`src/rtl/sn2bn_counter_pkg.sv`:
```
// Shared definitions for the stochastic-to-binary converter.
// Contents:
//   SN_NUM_BIT / SN_DIM : default lane width and lane count
//   sn2bn_state_t       : converter FSM states
//   bn_t                : binary result type for one lane (default width)
//   sat_inc             : saturating +bit increment for a counter of width w
package sn_pkg;

  localparam int SN_NUM_BIT = 8;
  localparam int SN_DIM     = 16;

  typedef enum logic [1:0] {
    IDLE  = 2'd0,
    ACC   = 2'd1,
    DRAIN = 2'd2
  } sn2bn_state_t;

  typedef logic [SN_NUM_BIT-1:0] bn_t;

  // Adds the bit to v, holding at 2**w-1 instead of wrapping.
  function automatic logic [31:0] sat_inc(input logic [31:0] v, input logic b, input int w);
    logic [31:0] max_v;
    max_v = (32'd1 << w) - 32'd1;
    if (b && (v < max_v)) return v + 32'd1;
    return v;
  endfunction

endpackage

```
`src/rtl/sn2bn_counter_if.sv`:
```
// Result handshake bundle between the converter and the next NN layer.
// Signals:
//   o_bn    : per-lane binary result (count of ones)
//   o_len   : number of stream bits behind the result
//   o_valid : o_bn/o_len hold a result not yet accepted
//   i_ready : consumer accepts the result this cycle
// Modports: master = converter side, slave = consumer side.
interface sn2bn_counter_if
  import sn_pkg::*;
#(
  parameter int NUM_BIT = SN_NUM_BIT,
  parameter int DIM     = SN_DIM
);

  logic [DIM-1:0][NUM_BIT-1:0] o_bn;
  logic [NUM_BIT:0]            o_len;
  logic                        o_valid;
  logic                        i_ready;

  modport master (output o_bn, output o_len, output o_valid, input i_ready);
  modport slave  (input o_bn, input o_len, input o_valid, output i_ready);

endinterface

```
`src/rtl/sn2bn_counter_lane_acc.sv`:
```
// One lane's ones-counter.
// Ports:
//   i_clk, i_rst_n : clock, asynchronous active-low reset
//   i_clr          : zero the counter
//   i_load         : start a new window with the current bit as the count
//   i_inc          : add the current bit, saturating at 2**NUM_BIT-1
//   i_bit          : stochastic bit of this lane
//   o_acc          : current count
//   o_acc_nxt      : count including the current bit (for same-cycle transfer)
module sn_lane_acc
  import sn_pkg::*;
#(
  parameter int NUM_BIT = SN_NUM_BIT
) (
  input  logic               i_clk,
  input  logic               i_rst_n,
  input  logic               i_clr,
  input  logic               i_load,
  input  logic               i_inc,
  input  logic               i_bit,
  output logic [NUM_BIT-1:0] o_acc,
  output logic [NUM_BIT-1:0] o_acc_nxt
);

  logic [NUM_BIT-1:0] r_acc;
  logic [NUM_BIT-1:0] w_acc_nxt;

  assign w_acc_nxt = NUM_BIT'(sat_inc(32'(r_acc), i_bit, NUM_BIT));

  always_ff @(posedge i_clk or negedge i_rst_n) begin
    if (!i_rst_n)    r_acc <= '0;
    else if (i_clr)  r_acc <= '0;
    else if (i_load) r_acc <= {{(NUM_BIT-1){1'b0}}, i_bit};
    else if (i_inc)  r_acc <= w_acc_nxt;
  end

  assign o_acc     = r_acc;
  assign o_acc_nxt = w_acc_nxt;

endmodule

```
`src/rtl/sn2bn_counter.sv`:
```
// Stochastic-to-binary converter: counts ones per lane over one stream
// window (i_isgen high) and hands the counts to the next layer.
// Ports:
//   i_clk_sn2bn, i_rst_n_sn2bn : clock, asynchronous active-low reset
//   i_isgen                    : stream active, one valid bit per lane per cycle
//   i_sn_bit[DIM]              : stochastic bit per lane
//   i_abort                    : drop the stream in progress, clear o_overrun
//   bus (master)               : o_bn / o_len / o_valid / i_ready result handshake
//   o_busy                     : a stream is being accumulated or drained
//   o_overrun                  : sticky, an unaccepted result was overwritten
module sn2bn_counter
  import sn_pkg::*;
#(
  parameter int NUM_BIT = SN_NUM_BIT,
  parameter int DIM     = SN_DIM
) (
  input  logic           i_clk_sn2bn,
  input  logic           i_rst_n_sn2bn,
  input  logic           i_isgen,
  input  logic [DIM-1:0] i_sn_bit,
  input  logic           i_abort,
  sn2bn_counter_if.master bus,
  output logic           o_busy,
  output logic           o_overrun
);

  localparam logic [NUM_BIT:0] LEN_FULL = {1'b1, {NUM_BIT{1'b0}}};

  sn2bn_state_t r_state, w_state_nxt;
  logic [NUM_BIT:0] r_len;
  logic             w_clr, w_load, w_inc, w_xfer, w_xfer_full;

  logic [DIM-1:0][NUM_BIT-1:0] w_acc, w_acc_nxt;
  logic [DIM-1:0][NUM_BIT-1:0] r_bn;
  logic [NUM_BIT:0]            r_olen;
  logic                        r_valid, r_overrun, r_busy;

  for (genvar g = 0; g < DIM; g++) begin : g_lane
    sn_lane_acc #(.NUM_BIT(NUM_BIT)) u_lane (
      .i_clk     (i_clk_sn2bn),
      .i_rst_n   (i_rst_n_sn2bn),
      .i_clr     (w_clr),
      .i_load    (w_load),
      .i_inc     (w_inc),
      .i_bit     (i_sn_bit[g]),
      .o_acc     (w_acc[g]),
      .o_acc_nxt (w_acc_nxt[g])
    );
  end

  always_ff @(posedge i_clk_sn2bn or negedge i_rst_n_sn2bn) begin
    if (!i_rst_n_sn2bn) r_state <= IDLE;
    else                r_state <= w_state_nxt;
  end

  always_comb begin
    w_state_nxt = r_state;
    w_clr       = 1'b0;
    w_load      = 1'b0;
    w_inc       = 1'b0;
    w_xfer      = 1'b0;
    w_xfer_full = 1'b0;
    case (r_state)
      IDLE: begin
        if (i_isgen) begin
          w_load      = 1'b1;
          w_state_nxt = ACC;
        end
      end
      ACC: begin
        // Abort beats stream end; a full window still counts the current bit.
        if (i_abort) begin
          w_clr       = 1'b1;
          w_state_nxt = IDLE;
        end else if (!i_isgen) begin
          w_xfer      = 1'b1;
          w_state_nxt = IDLE;
        end else if (r_len == LEN_FULL) begin
          w_inc       = 1'b1;
          w_xfer      = 1'b1;
          w_xfer_full = 1'b1;
          w_state_nxt = DRAIN;
        end else begin
          w_inc = 1'b1;
        end
      end
      DRAIN: begin
        if (i_abort) begin
          w_clr       = 1'b1;
          w_state_nxt = IDLE;
        end else if (!i_isgen) begin
          w_state_nxt = IDLE;
        end
      end
      default: w_state_nxt = IDLE;
    endcase
  end

  // Length counter stops at LEN_FULL; the window-full bit is not added to it.
  always_ff @(posedge i_clk_sn2bn or negedge i_rst_n_sn2bn) begin
    if (!i_rst_n_sn2bn)             r_len <= '0;
    else if (w_clr)                 r_len <= '0;
    else if (w_load)                r_len <= {{NUM_BIT{1'b0}}, 1'b1};
    else if (w_inc && !w_xfer_full) r_len <= r_len + 1'b1;
  end

  always_ff @(posedge i_clk_sn2bn or negedge i_rst_n_sn2bn) begin
    if (!i_rst_n_sn2bn) begin
      r_bn      <= '0;
      r_olen    <= '0;
      r_valid   <= 1'b0;
      r_overrun <= 1'b0;
      r_busy    <= 1'b0;
    end else begin
      if (w_xfer) begin
        r_bn   <= w_xfer_full ? w_acc_nxt : w_acc;
        r_olen <= r_len;
      end
      if (w_xfer)                    r_valid <= 1'b1;
      else if (r_valid && bus.i_ready) r_valid <= 1'b0;
      // Abort never coincides with a transfer, so its clear cannot hide an overrun.
      if (i_abort)                                  r_overrun <= 1'b0;
      else if (w_xfer && r_valid && !bus.i_ready)   r_overrun <= 1'b1;
      r_busy <= (w_state_nxt != IDLE);
    end
  end

  assign bus.o_bn    = r_bn;
  assign bus.o_len   = r_olen;
  assign bus.o_valid = r_valid;
  assign o_busy      = r_busy;
  assign o_overrun   = r_overrun;

endmodule

```
`src/flat_wrapper.sv`:
```
// flat-port wrapper written by rule: the top's interface ports become plain ports
module sn2bn_counter_flat import sn_pkg::*;
#(
  parameter int NUM_BIT = SN_NUM_BIT,
  parameter int DIM     = SN_DIM
)
  (i_clk_sn2bn, i_rst_n_sn2bn, i_isgen, i_sn_bit, i_abort, o_busy, o_overrun, bus_o_bn, bus_o_len, bus_o_valid, bus_i_ready);
  sn2bn_counter_if #(.NUM_BIT(NUM_BIT), .DIM(DIM)) bus_i ();
  input  logic i_clk_sn2bn;
  input  logic i_rst_n_sn2bn;
  input  logic i_isgen;
  input  logic [DIM-1:0] i_sn_bit;
  input  logic i_abort;
  output logic o_busy;
  output logic o_overrun;
  output wire logic [$bits(bus_i.o_bn)-1:0] bus_o_bn;
  output wire logic [$bits(bus_i.o_len)-1:0] bus_o_len;
  output wire logic [$bits(bus_i.o_valid)-1:0] bus_o_valid;
  input wire logic [$bits(bus_i.i_ready)-1:0] bus_i_ready;
  assign bus_o_bn = bus_i.o_bn;
  assign bus_o_len = bus_i.o_len;
  assign bus_o_valid = bus_i.o_valid;
  assign bus_i.i_ready = bus_i_ready;
  sn2bn_counter #(.NUM_BIT(NUM_BIT), .DIM(DIM)) u_core (.i_clk_sn2bn(i_clk_sn2bn), .i_rst_n_sn2bn(i_rst_n_sn2bn), .i_isgen(i_isgen), .i_sn_bit(i_sn_bit), .i_abort(i_abort), .bus(bus_i), .o_busy(o_busy), .o_overrun(o_overrun));
endmodule
```
`config.mk`:
```
export PLATFORM = sky130hd
export DESIGN_NAME = sn2bn_counter_flat
export DESIGN_NICKNAME = d
export VERILOG_FILES = /design/src/rtl/sn2bn_counter_pkg.sv /design/src/rtl/sn2bn_counter_if.sv /design/src/rtl/sn2bn_counter_lane_acc.sv /design/src/rtl/sn2bn_counter.sv /design/src/flat_wrapper.sv
export SDC_FILE = /design/constraint.sdc
export NUM_CORES = 1
export LEC_CHECK = 0
export CORE_MARGIN = 3
export CORE_UTILIZATION = 45
export CTS_CLUSTER_DIAMETER = 80
export DETAILED_ROUTE_END_ITERATION = 8
export HOLD_SLACK_MARGIN = 0.05
export PLACE_DENSITY = 0.64
export SLEW_MARGIN = 10
export SYNTH_ARGS = -nofsm -noshare
export SYNTH_HDL_FRONTEND = slang
export SYNTH_SLANG_ARGS = --single-unit
```
`constraint.sdc`:
```
create_clock -name i_clk_sn2bn -period 2.6 [get_ports i_clk_sn2bn]
set_input_delay 0.52 -clock i_clk_sn2bn [delete_from_list [all_inputs] [get_ports i_clk_sn2bn]]
set_output_delay 0.52 -clock i_clk_sn2bn [all_outputs]
set_load 0.03 [all_outputs]
```
==> results of run 1 <==
repair_timing:
action	in CTS	in global routing
hold buffers	1	0
hold endpoints to repair	52	0
buffers inserted	0	0
cells by family after synthesis:
logic type,Yosys count,synth area share [%]
simple gates,672,20.89
compound gates,571,23.95
flops,279,45.30
buf+inv,152,4.068
mux,42,2.809
fa+ha+maj,22,1.786
xor+xnor,21,1.193
power by group:
part	switching, W	internal [W]
clock network	0.00179	0.00256
logic	0.00431	0.00287
registers	0.00103	0.00541
total	0.00712	0.0108
critical path, cell delays in order, from the launching register on:
cell and delay (ns):
dfrtp_1 0.44, inv_1 0.11, ha_1 0.15, or4b_1 0.60, nor2_4 0.22, buf_12 0.24, o21ai_0 0.14, a211oi_1 0.29
a211oi_1 0.08
area by class of cell:
type	count	share of cell area (%)
multi-input combinational	1328	41.45
sequential	279	36.76
timing repair buffer	239	13.23
clock buffer	47	4.928
tap	448	2.952
clock inverter	10	0.3953
inverter	14	0.2767
per-layer routing:
metal | vias up | share of wire [%] | track usage, %
met1 | 7207 | 43 | 36.61
met2 | 593 | 47 | 43.44
met4 | 0 | 3.3 | 9.822
li1 | 6787 | - | -
met3 | 108 | 6.8 | 4.053
met5 | - | 0 | 0
cell usage in the layout, fill, tap and decap left out, types with 22 or more instances in the layout:
| master | instances |
|---|---|
| nor2_1 | 145 |
| a31oi_1 | 22 |
| o22ai_1 | 41 |
| dfrtp_1 | 279 |
| a21oi_1 | 120 |
| a32o_1 | 32 |
| nand2_1 | 225 |
| buf_12 | 25 |
| nand4_1 | 40 |
| nor3_1 | 47 |
| clkdlybuf4s50_1 | 158 |
| ha_1 | 22 |
| buf_4 | 54 |
| nand3_1 | 85 |
| and3_1 | 24 |
| and4_1 | 27 |
| a211oi_1 | 46 |
| mux2i_1 | 32 |
| o21ai_0 | 168 |
| clkbuf_16 | 31 |
registers in the layout, summed over array words and instances, names as in the netlist:
name,cells
u_core.o_overrun,1
u_core.bus.o_len,9
u_core.bus.o_bn,128
u_core.r_len,9
u_core.g_lane.u_lane.o_acc,128
u_core.r_state,2
u_core.o_busy,1
u_core.bus.o_valid,1
through the flow:
step	setup WS [ns]	cells	area (um2)
floorplan	0.5943	1759	15410
global placement	0.09375	2307	17970
detailed placement	0.1198	2307	17970
CTS	0.1905	2365	18990
global route	0.07064	2365	18990
finish	0.1639	2365	18990
worst max path at each step:
| stage | cells after the start | to |
|---|---|---|
| floorplan | 9 | u_core.bus.o_bn[61]$_DFFE_PN0P_ |
| finish | 8 | u_core.bus.o_bn[21]$_DFFE_PN0P_ |
| CTS | 8 | u_core.bus.o_bn[21]$_DFFE_PN0P_ |
| detailed placement | 6 | u_core.bus.o_bn[55]$_DFFE_PN0P_ |
| global placement | 6 | u_core.bus.o_bn[55]$_DFFE_PN0P_ |
| global route | 8 | u_core.bus.o_bn[19]$_DFFE_PN0P_ |
==> results.txt, run 1 <==
routed vias/inst - 6.214
Final setup viols - 0
Placer Congestion - 0.8834
gr ovfl total - 0
WP data required - 3.01 ns
crit path capture type - register
starting density of the core - 45.84%
Mapped Cells - 1759
area of the multi-input gates - 0.007873 mm2
post-synth net total - 1802
TritonCTS Buffers - 31
Clock Skews - 0.007377 ns
clock buffer depth - 3
Seq/Total Area, Yosys - 45.30%
top cells by count, synth - dfrtp_1 (279), nand2_1 (227), o21ai_0 (168), nor2_1 (148), a21oi_1 (121)
final antenna-violating net count - 0
htree depth - 1
Reg clk slew, reported paths - 0.06 ns
n_diodes - 0
critical path class - reg -> reg
hpwl dp - 32780 um
final net count - 1936
initial antenna violation count - 0
top-count cell post-synth - dfrtp_1
TritonRoute pass-1 iters - 7
Rows - 67
Worst setup SP type - register
GR Util All Layers - 26.82%
Syn Area/Cell - 8.761 um2
Clock Sink Count - 279
reg-to-reg endpoint - u_core.bus.o_bn[21]$_DFFE_PN0P_
Slew Viols, Final - 0
worst reg2reg startpoint - u_core.r_len[0]$_DFFE_PN0P_
port bufs - 160
reg2reg setup slack - 0.16 ns
post-CTS sizing - 0
DR iter-0 viols - 1186
power per cell area - 945.5 mW/mm2
routed wire length - 49750 um
LEAKAGE - 7.705 nW
setup total negative slack - 0 ns
core area - 0.03362 mm2
clock tree from TritonCTS - yes
share of cells above drive strength 1 - 8.607%
Max Cap Viol - 0
Layout Utilization - 56.49%
Tcrit/Tclk final - 93.70%
CP Launch Point - u_core.r_len[0]$_DFFE_PN0P_
Main synth FF type - dfrtp_1
via count - 14695
Netlist cell types - 70
EDFF count, synth - 0
Avg WL per Cell - 21.04 um
vias in the first global route - 13943
VDD IR max - 0.6418 mV
Syn Std Cell Area - 0.01541 mm2
WHS Path Cells - 3
I/O pin count - 161
status - finished, final reports clean
Synth top area share - 45.30%
hold crit path type - in -> reg
Arr. time, crit path - 2.84 ns
fmax - 410.5 MHz
min cycle time layout - 2.436 ns
FF-to-FF path depth - 8
DRC viols - 0
Die Width - 191.1 um
synth warn - 0
Synth async-reset ratio - 100.0%
Layout Area Growth over Synthesis - 23.23%
largest net degree at the start of global routing - 65
Total Power - 0.01796 W
register area - 0.006982 mm2
CTS Root Cell - clkbuf_16
worst slew pin tran - 0.5964 ns
critical path peak fanout - 34
Slew headroom - 60.24%
hold path start - i_isgen
Fin. Hold Viols - 0
Die ar. - 0.03650 mm2
Die Ht - 191.1 um
later-pin clock latency in the skew report - 0.56 ns
WHS Endpoint - u_core.bus.o_bn[83]$_DFFE_PN0P_
Synth area leaders - dfrtp_1 (45%), nand2_1 (5.5%), o21ai_0 (5.5%)
WHS - 0.3444 ns
number of synthesized register bits - 279
Fill cells - 3025
top cell type by total area after synthesis - dfrtp_1
first-pass GRT wire length - 78330 um
RSZ-0062 raised after global routing - false
Note: power is estimated with default switching activity, not from simulation.
==> inputs of run 2 (changes only) <==
--- a/config.mk
+++ b/config.mk
@@ -5,6 +5,7 @@
 export SDC_FILE = /design/constraint.sdc
 export NUM_CORES = 1
 export LEC_CHECK = 0
+export CAP_MARGIN = 25
 export CORE_MARGIN = 3
 export CORE_UTILIZATION = 45
 export CTS_CLUSTER_DIAMETER = 80
==> results of run 2 <==
Final layout, timing and power as in run 1 (identical DEF).
